## src/rtl/grp_15_spi_master.sv

```systemverilog
// Val/rdy packet to SPI mode-0 master; the response is held (2N+1)*CLK_DIV cycles after accept until recv_rdy,
// and send_rdy stays low while busy or a response is pending. Define SPI_MASTER_PARITY_EN to add recv_parity.
module grp_15_spi_master #(
   parameter int NBITS   = 34,
   parameter int CLK_DIV = 2
) (
   input  logic                       clk,
   input  logic                       reset,
   input  logic [NBITS-1:0]           send_msg,
   input  logic                       send_val,
   output logic                       send_rdy,
   input  logic [$clog2(NBITS+1)-1:0] packet_size,
   output logic [NBITS-1:0]           recv_msg,
   output logic                       recv_val,
   input  logic                       recv_rdy,
   output logic                       spi_cs,
   output logic                       spi_sclk,
   output logic                       spi_mosi,
   input  logic                       spi_miso
`ifdef SPI_MASTER_PARITY_EN
   ,
   output logic                       recv_parity
`endif
);

   localparam int         PW       = $clog2(NBITS + 1);
   localparam logic [7:0] DIV_LAST = 8'(CLK_DIV - 1);

   typedef enum logic [2:0] {IDLE, CS_SETUP, SCLK_HIGH, SCLK_LOW, CS_HOLD, DONE} state_t;

   state_t           state, state_nxt;
   logic [7:0]       div_cnt, div_nxt;
   logic [PW-1:0]    bit_cnt, bit_nxt;
   logic [PW-1:0]    eff_n;
   logic [NBITS-1:0] tx, tx_nxt, tx_load, rx_nxt;
   logic             mosi_nxt;
   logic             div_last;

   always_comb begin
      if (packet_size == '0 || int'(packet_size) > NBITS) eff_n = PW'(NBITS);
      else                                                 eff_n = packet_size;
   end

   // The TX register keeps the next bit to send at its MSB regardless of packet size.
   assign tx_load  = send_msg << (NBITS - int'(eff_n));
   assign div_last = (div_cnt == DIV_LAST);

   always_comb begin
      state_nxt = state;
      div_nxt   = 8'd0;
      bit_nxt   = bit_cnt;
      tx_nxt    = tx;
      rx_nxt    = recv_msg;
      mosi_nxt  = spi_mosi;
      case (state)
         IDLE: begin
            if (send_val && send_rdy) begin
               state_nxt = CS_SETUP;
               tx_nxt    = tx_load;
               bit_nxt   = eff_n;
               rx_nxt    = '0;
               mosi_nxt  = tx_load[NBITS-1];
            end
         end
         CS_SETUP: begin
            if (div_last) state_nxt = SCLK_HIGH;
            else          div_nxt   = div_cnt + 8'd1;
         end
         SCLK_HIGH: begin
            if (div_last) begin
               rx_nxt  = {recv_msg[NBITS-2:0], spi_miso};
               bit_nxt = bit_cnt - PW'(1);
               if (bit_cnt == PW'(1)) begin
                  state_nxt = CS_HOLD;
               end else begin
                  state_nxt = SCLK_LOW;
                  tx_nxt    = {tx[NBITS-2:0], tx[NBITS-1]};
                  mosi_nxt  = tx[NBITS-2];
               end
            end else begin
               div_nxt = div_cnt + 8'd1;
            end
         end
         SCLK_LOW: begin
            if (div_last) state_nxt = SCLK_HIGH;
            else          div_nxt   = div_cnt + 8'd1;
         end
         CS_HOLD: begin
            if (div_last) begin
               state_nxt = DONE;
               mosi_nxt  = 1'b0;
            end else begin
               div_nxt = div_cnt + 8'd1;
            end
         end
         DONE: begin
            if (recv_rdy) state_nxt = IDLE;
         end
         default: state_nxt = IDLE;
      endcase
   end

   // Outputs are registered from the next state so no input reaches a pin combinationally.
   always_ff @(posedge clk or posedge reset) begin
      if (reset) begin
         state    <= IDLE;
         div_cnt  <= 8'd0;
         bit_cnt  <= '0;
         tx       <= '0;
         recv_msg <= '0;
         spi_cs   <= 1'b1;
         spi_sclk <= 1'b0;
         spi_mosi <= 1'b0;
         send_rdy <= 1'b1;
         recv_val <= 1'b0;
      end else begin
         state    <= state_nxt;
         div_cnt  <= div_nxt;
         bit_cnt  <= bit_nxt;
         tx       <= tx_nxt;
         recv_msg <= rx_nxt;
         spi_cs   <= (state_nxt == IDLE) || (state_nxt == DONE);
         spi_sclk <= (state_nxt == SCLK_HIGH);
         spi_mosi <= mosi_nxt;
         send_rdy <= (state_nxt == IDLE);
         recv_val <= (state_nxt == DONE);
      end
   end

`ifdef SPI_MASTER_PARITY_EN
   always_ff @(posedge clk or posedge reset) begin
      if (reset) recv_parity <= 1'b0;
      else       recv_parity <= ^rx_nxt;
   end
`endif

endmodule

```

## config.mk

```make
export PLATFORM = sky130hd
export DESIGN_NAME = grp_15_spi_master
export DESIGN_NICKNAME = d
export VERILOG_FILES = /design/src/rtl/grp_15_spi_master.sv
export SDC_FILE = /design/constraint.sdc
export NUM_CORES = 1
export LEC_CHECK = 0
export CORE_UTILIZATION = 25
export CTS_CLUSTER_DIAMETER = 120
export DETAILED_ROUTE_END_ITERATION = 16
export SLEW_MARGIN = 40
export SYNTH_ARGS = -nofsm -noshare
export SYNTH_HDL_FRONTEND = slang
export SYNTH_SLANG_ARGS = --single-unit
```

## constraint.sdc

```tcl
create_clock -name clk -period 2.78 [get_ports clk]
set_clock_uncertainty 0.05 [all_clocks]
set_input_delay 0.556 -clock clk [delete_from_list [all_inputs] [get_ports clk]]
set_output_delay 0.556 -clock clk [all_outputs]
set_load 0.01 [all_outputs]
```

==> results.md <==
- Max-cap violations: 0
- Die height: roughly 160 µm
- Routed WL per cell: 17.5 µm
- Maximum clock insertion buffer count: 2
- Total track usage: 17.0%
- DP Area: 8110 µm²
- Reg-to-Reg End: tx[24]
- CTS tree: done
- Worst min path class: reg -> reg
- Pin count of the biggest net entering global routing: 91
- CP max FO: 6
- DRT iter0 DRCs: 472
- Syn Inst Count: 671
- Power density of the placed cells: 684 nW/µm²
- Synth warnings: 0
- First-pass GRT wire length: 33000 µm
- Syn nets: 721
- Hold endpoint: tx[23]
- Dpl cells: 1140
- Area of the mapped netlist: 6060 µm²
- Failing checks: setup timing
- PortBufs: 83
- CP Launch Type: input port
- Met3 GRT Util: 3.09%
- Met1 usage in global routing: a little under a quarter
- TritonCTS Sinks: 90
- Top Ports: 84
- Antenna cells: 0
- Worst skew pair latency: 0.35 ns
- Fin Hold WS: 0.449 ns
- # nets final: 906
- Tmin final: 3.30 ns
- Sequential fraction of the synthesis area: 37.2%
- Seq cells post-synth: 90
- Most used cell, CP: buf_6
- Chip width: 158 µm
- Share of cells above drive strength 1: about a third
- Starting density of the core: 25.7%
- Async SR Flop Fraction: 100%
- DIE AREA: 24900 µm²
- Top Family by Delay on Critical Path: compound AO/OA/AOI/OAI gates
- R2R depth: 7
- Most common cell after layout, fill and taps aside: buf_4
- Number of global-route vias before repair: between 6000 and 7000
- Root Driver: clkbuf_16
- Total clock buffers created by CTS: 9
- Ys flop type: dfrtp_1
- Final Cell Area: 9290 µm²
- CP peak stage delay: 0.43 ns
- Hold_buf cts: 0
- Most frequent cells in the layout: 124 x buf_4, 88 x dfrtp_1, 77 x clkdlybuf4s50_1
- Dpl hpwl: 15000 µm
- Reg2reg start: div_cnt[5]
- RSZ-0062 raised after global routing: true
- Setup-failing EPs final: 31
- Measured slew at the worst slew-check pin: 0.697 ns
- M2 GR Usage: 27.2%
- Hold path depth: 2
- Worst vdd ir: 0.000329 V
- Total global routing overflow: 0
- Drc violations: 0
- H-tree Lvls: 3
- Slowest CP cell: or3b_4
- DR vias: 6364
- Buffers & Inverters on Critical Path: 4
- Worst setup EP type: flip-flop
- Antenna-violating nets left: 0
- Clock transition at path regs: roughly 0.070 ns
- Mapped Avg Cell Area: roughly 9.0 µm²
- Critical Path RT: 2.97 ns
- Area grow syn2layout: 53.4%
- Antenna violations before repair: 0
- Final Hold Viols: 0
- Finished Layout Cells: 1180
- Row Count: 56
- P_leak: 3.82 nW
- Post-synth EDFFs: 0
- Via density: 5.39
- Final Max Tran Viols: 0
- Arr. time, crit path: 3.49 ns
- Drt first pass iters: 5
- Min setup slack post-route: -0.518 ns
- CP Cell Sequence: buf_6 > or3_4 > o31ai_4 > ha_4 > or3b_4 > o211ai_4 > buf_4 > buf_6 > buf_12 > o22ai_1 > o2111a_1 > a221o_1 > o22a_1
- Final period util: 119%
- Worst slew margin: 53.4%
- Worst setup path class: in -> reg
- # fillers: 2316
- Core Region: between 20000 and 25000 µm²
- Max Freq: between 300 and 400 MHz
- GRT busiest layer: met2
- R2r setup slk: 0.21 ns
- Hold_sp: tx[23]
- Outcome: finished, violations left
- Unique masters post-synth: 81
- GP Congestion: 0.931
- DRT Wirelength: just over 20000 µm
[registers in the layout, indices dropped and copies added, names as in the netlist]
register  flops
tx           34
state         3
recv_msg     34
bit_cnt       6
send_rdy      1
spi_cs        1
div_cnt       8
spi_mosi      1
recv_val      1
spi_sclk      1
[synthesized netlist by cell type (13+ instances only)]
master	instances	area [µm²]
a22o_1	34	298
a21oi_1	34	170
and3_1	13	81.3
nand3_1	20	100
nor3_1	19	95.1
mux2i_1	32	320
a221oi_1	13	114
nand2_1	49	184
clkbuf_1	41	154
o22ai_1	17	106
nor2_1	69	259
o21ai_0	26	130
dfrtp_1	88	2200
[worst max-delay path by stage]
| stage | start | to | slack (ns) | cells after the start |
|---|---|---|---|---|
| final | packet_size[3] | tx[33] | -0.52 | 13 |
| after global routing | packet_size[3] | tx[33] | -0.58 | 11 |
| after CTS | packet_size[3] | tx[33] | -0.50 | 12 |
| after detailed placement | packet_size[2] | tx[33] | -1.33 | 11 |
| after global placement | packet_size[2] | spi_mosi | -1.26 | 11 |
| after floorplan | packet_size[2] | tx[33] | -1.11 | 15 |
[report_power, final]
group	leakage [nW]	total, W	internal [W]	switching, W
sequential	1.15	0.00199	0.00170	0.000290
combinational	2.51	0.00301	0.00136	0.00165
clock	0.161	0.00136	0.000821	0.000542
[final cells by class]
cell class,instances,area (µm²),area share (%)
multi-input combinational,511,4130,44.5
clock buffer,11,243,2.61
clock inverter,5,86.3,0.929
timing repair buffer,234,2130,23.0
inverter,10,46.3,0.498
tap,319,399,4.29
sequential,90,2250,24.3
[worst reg2reg max path: stages, from the launching register on]
cell and delay, ns:
dfrtp_1 0.42, nor4_1 0.34, and3_1 0.35, a31oi_1 0.18, nand2b_1 0.40, buf_12 0.28
a221oi_1 0.30, a21oi_1 0.12
[routing by layer]
metal	up-vias	part of all wire [%]
li1	2963	-
met1	3118	45
met2	241	47
met3	42	6.0
met4	0	2.4
met5	-	0
[through the flow]
| stage | util [%] | worst slack [ns] | total power (W) | setup TNS, ns |
|---|---|---|---|---|
| 2_1_floorplan | - | -1.11 | 0.00355 | -27.59 |
| 3_3_place_gp | 34.4 | -1.26 | 0.00459 | -35.66 |
| 3_5_place_dp | 34.4 | -1.33 | 0.00462 | -37.91 |
| 4_1_cts | 38.2 | -0.502 | 0.00624 | -9.52 |
| 5_1_grt | 39.4 | -0.578 | 0.00676 | -14.30 |
| 6_report | 39.4 | -0.518 | 0.00636 | -11.71 |
[repair_timing]
item                                    in CTS  in global routing
setup buffers                               17                  8
gates resized for setup                    110                 44
gates cloned                                 0                  2
pin swaps                                   34                 36
endpoints found under the setup margin      35                 35
[cell families after synthesis]
group / count (synthesis) / share of synthesized area (%)
mux: 43 / 8.26
buf+inv: 70 / 5.39
fa+ha+maj: 5 / 1.03
xor+xnor: 10 / 1.45
flops: 90 / 37.2
compound gates: 250 / 31.0
simple gates: 203 / 15.7
Power figures use the tool's default switching activity.
==> RTL change, RTL diff (same flow settings) <==
Encoding of `state_t`: now one-hot (6 bits for 6 states).
--- a/src/rtl/grp_15_spi_master.sv
+++ b/src/rtl/grp_15_spi_master.sv
@@ -26,7 +26,7 @@
    localparam int         PW       = $clog2(NBITS + 1);
    localparam logic [7:0] DIV_LAST = 8'(CLK_DIV - 1);
 
-   typedef enum logic [2:0] {IDLE, CS_SETUP, SCLK_HIGH, SCLK_LOW, CS_HOLD, DONE} state_t;
+   typedef enum logic [5:0] {IDLE = 6'b000001, CS_SETUP = 6'b000010, SCLK_HIGH = 6'b000100, SCLK_LOW = 6'b001000, CS_HOLD = 6'b010000, DONE = 6'b100000} state_t;
 
    state_t           state, state_nxt;
    logic [7:0]       div_cnt, div_nxt;
Formal check against the unedited RTL: no difference found for any inputs over 10 cycles, from zero or initial values and one cycle with reset high; not proved beyond that.
==> RTL change against the original RTL <==
- the flow still finishes with violations (negative setup slack)
- area after synthesis up 5.3%
- wire length up 6.0%
- worst setup slack better by 310 ps
- final area up 5.7%
- sequential cell count up 3
- total power down 9.1%
- maximum frequency up 10%
- global-route usage down 0.53 points
- critical endpoint is now tx[28]
- largest power group unchanged
- highest routed layer unchanged
==> RTL change: results (changes against the original RTL) <==
Outcome - finished, violations left
Failing checks - negative setup slack
Clkbuf count - 14 (+3)
Area contributors post-synth - dfrtp_1 35%, mux4_2 5.6%, a22o_1 4.9%
Drt total wl - 21840 µm (+6.0%)
FF+latch area - 2331 µm² (+3.4%)
First-pass GRT wire length - 34310 µm (+4.0%)
Top-area cell type share of the netlist area - 35.31% (-1.0 points)
Max transition margin - 58.12% (+4.7 points)
CTS Sinks - 93 (+3.3%)
Worst R2R Path Depth - 8 (+1)
Syn Inst Count - 683 (+1.8%)
Vias in the first global route - 6290 (+3.0%)
Met2 WL - 10190 µm (+5.7%)
Drt pass-1 iters - 6 (+1)
Non-CTS inverters - 11 (+1)
Post-synthesis sequential area ratio - 36.54% (-0.66 points)
M2 GR Usage - 26.74% (-0.51 points)
Synth cell types - 63 (-22%)
Final Util - 39.11% (-0.25 points)
GRT met3 Usage - 2.094% (-1.0 points)
Filler Cell Count - 2514 (+8.5%)
Hold path start - tx[2]
Total GRT Usage - 16.46% (-0.53 points)
# setup viols final - 24 (-23%)
Fraction of area in multi-input gates - 45.33% (+0.88 points)
Fin cells - 1226 (+3.9%)
Pleak - 4.036 nW (+5.7%)
Post-Syn Nets - 733 (+1.7%)
Critical path capture point - tx[28]
Hold endpoint - tx[2]
TNS Setup - -2551 ps (+9163 ps)
Wl on met1 - 9786 µm (+6.1%)
Origin of the critical flop-to-flop path - div_cnt[4]
Metal3 WL - 1201 µm (-3.5%)
Signal buf overhead - 23.23% (+0.27 points)
Post-CTS Setup Inserts - 13 (-4)
Reg-to-reg endpoint - tx[25]
Switching Fraction - 37.57% (-1.5 points)
Most instantiated cells after synthesis - 90 x dfrtp_1, 78 x nor2_1, 71 x nand2_1, 48 x a21oi_1, 37 x clkbuf_1
Share of cells above drive strength 1 - 36.72% (+4.4 points)
Final WS setup - -207.8 ps (+309.8 ps)
CTS resizes - 105 (-4.5%)
Data arrival time of the worst path - 3160 ps (-330 ps)
CP max FO - 7 (+1)
Placed Area - 8643 µm² (+6.5%)
Largest net degree at the start of global routing - 54 (-41%)
Post-DP HPWL - 15530 µm (+3.7%)
Clock buf/inv share - 2.790% (-0.75 points)
Worst ir drop on vdd - 346.3 µV (+5.2%)
==> RTL change: per-stage QoR <==
stage / power (mW) / worst slack (ps) / hold slack, ps
detailed placement: 4.231 / -1114 / 427.1
global route: 6.135 / -303.9 / 473.2
CTS: 5.612 / -324.1 / 441.6
floorplan: 3.353 / -613.9 / 399.8
finish: 5.780 / -207.8 / 434.9
global placement: 4.192 / -1116 / 417.3
==> RTL change: cell families (layout without fill, tap and decap cells) <==
group                      Yosys count  after routing  synth area share (%)
adders and majority gates            5              5                0.9808
DFF                                 93             93                 36.54
buffers and inverters               63            276                 4.688
and+or+nand+nor                    235            235                 16.85
muxes                               57             57                 15.08
xor gates and xnor gates            10             10                 1.373
AOI/OAI and AO/OA                  220            220                 24.48
==> RTL change: power groups by stage <==
stage                     Clock [mW]  Combinational, mW  Sequential (mW)
after floorplan                    0               1.48             1.88
after global placement             0               2.26             1.93
after detailed placement           0               2.30             1.94
after CTS                       1.17               2.51             1.93
after global routing            1.24               2.92             1.98
final                           1.15               2.69             1.94
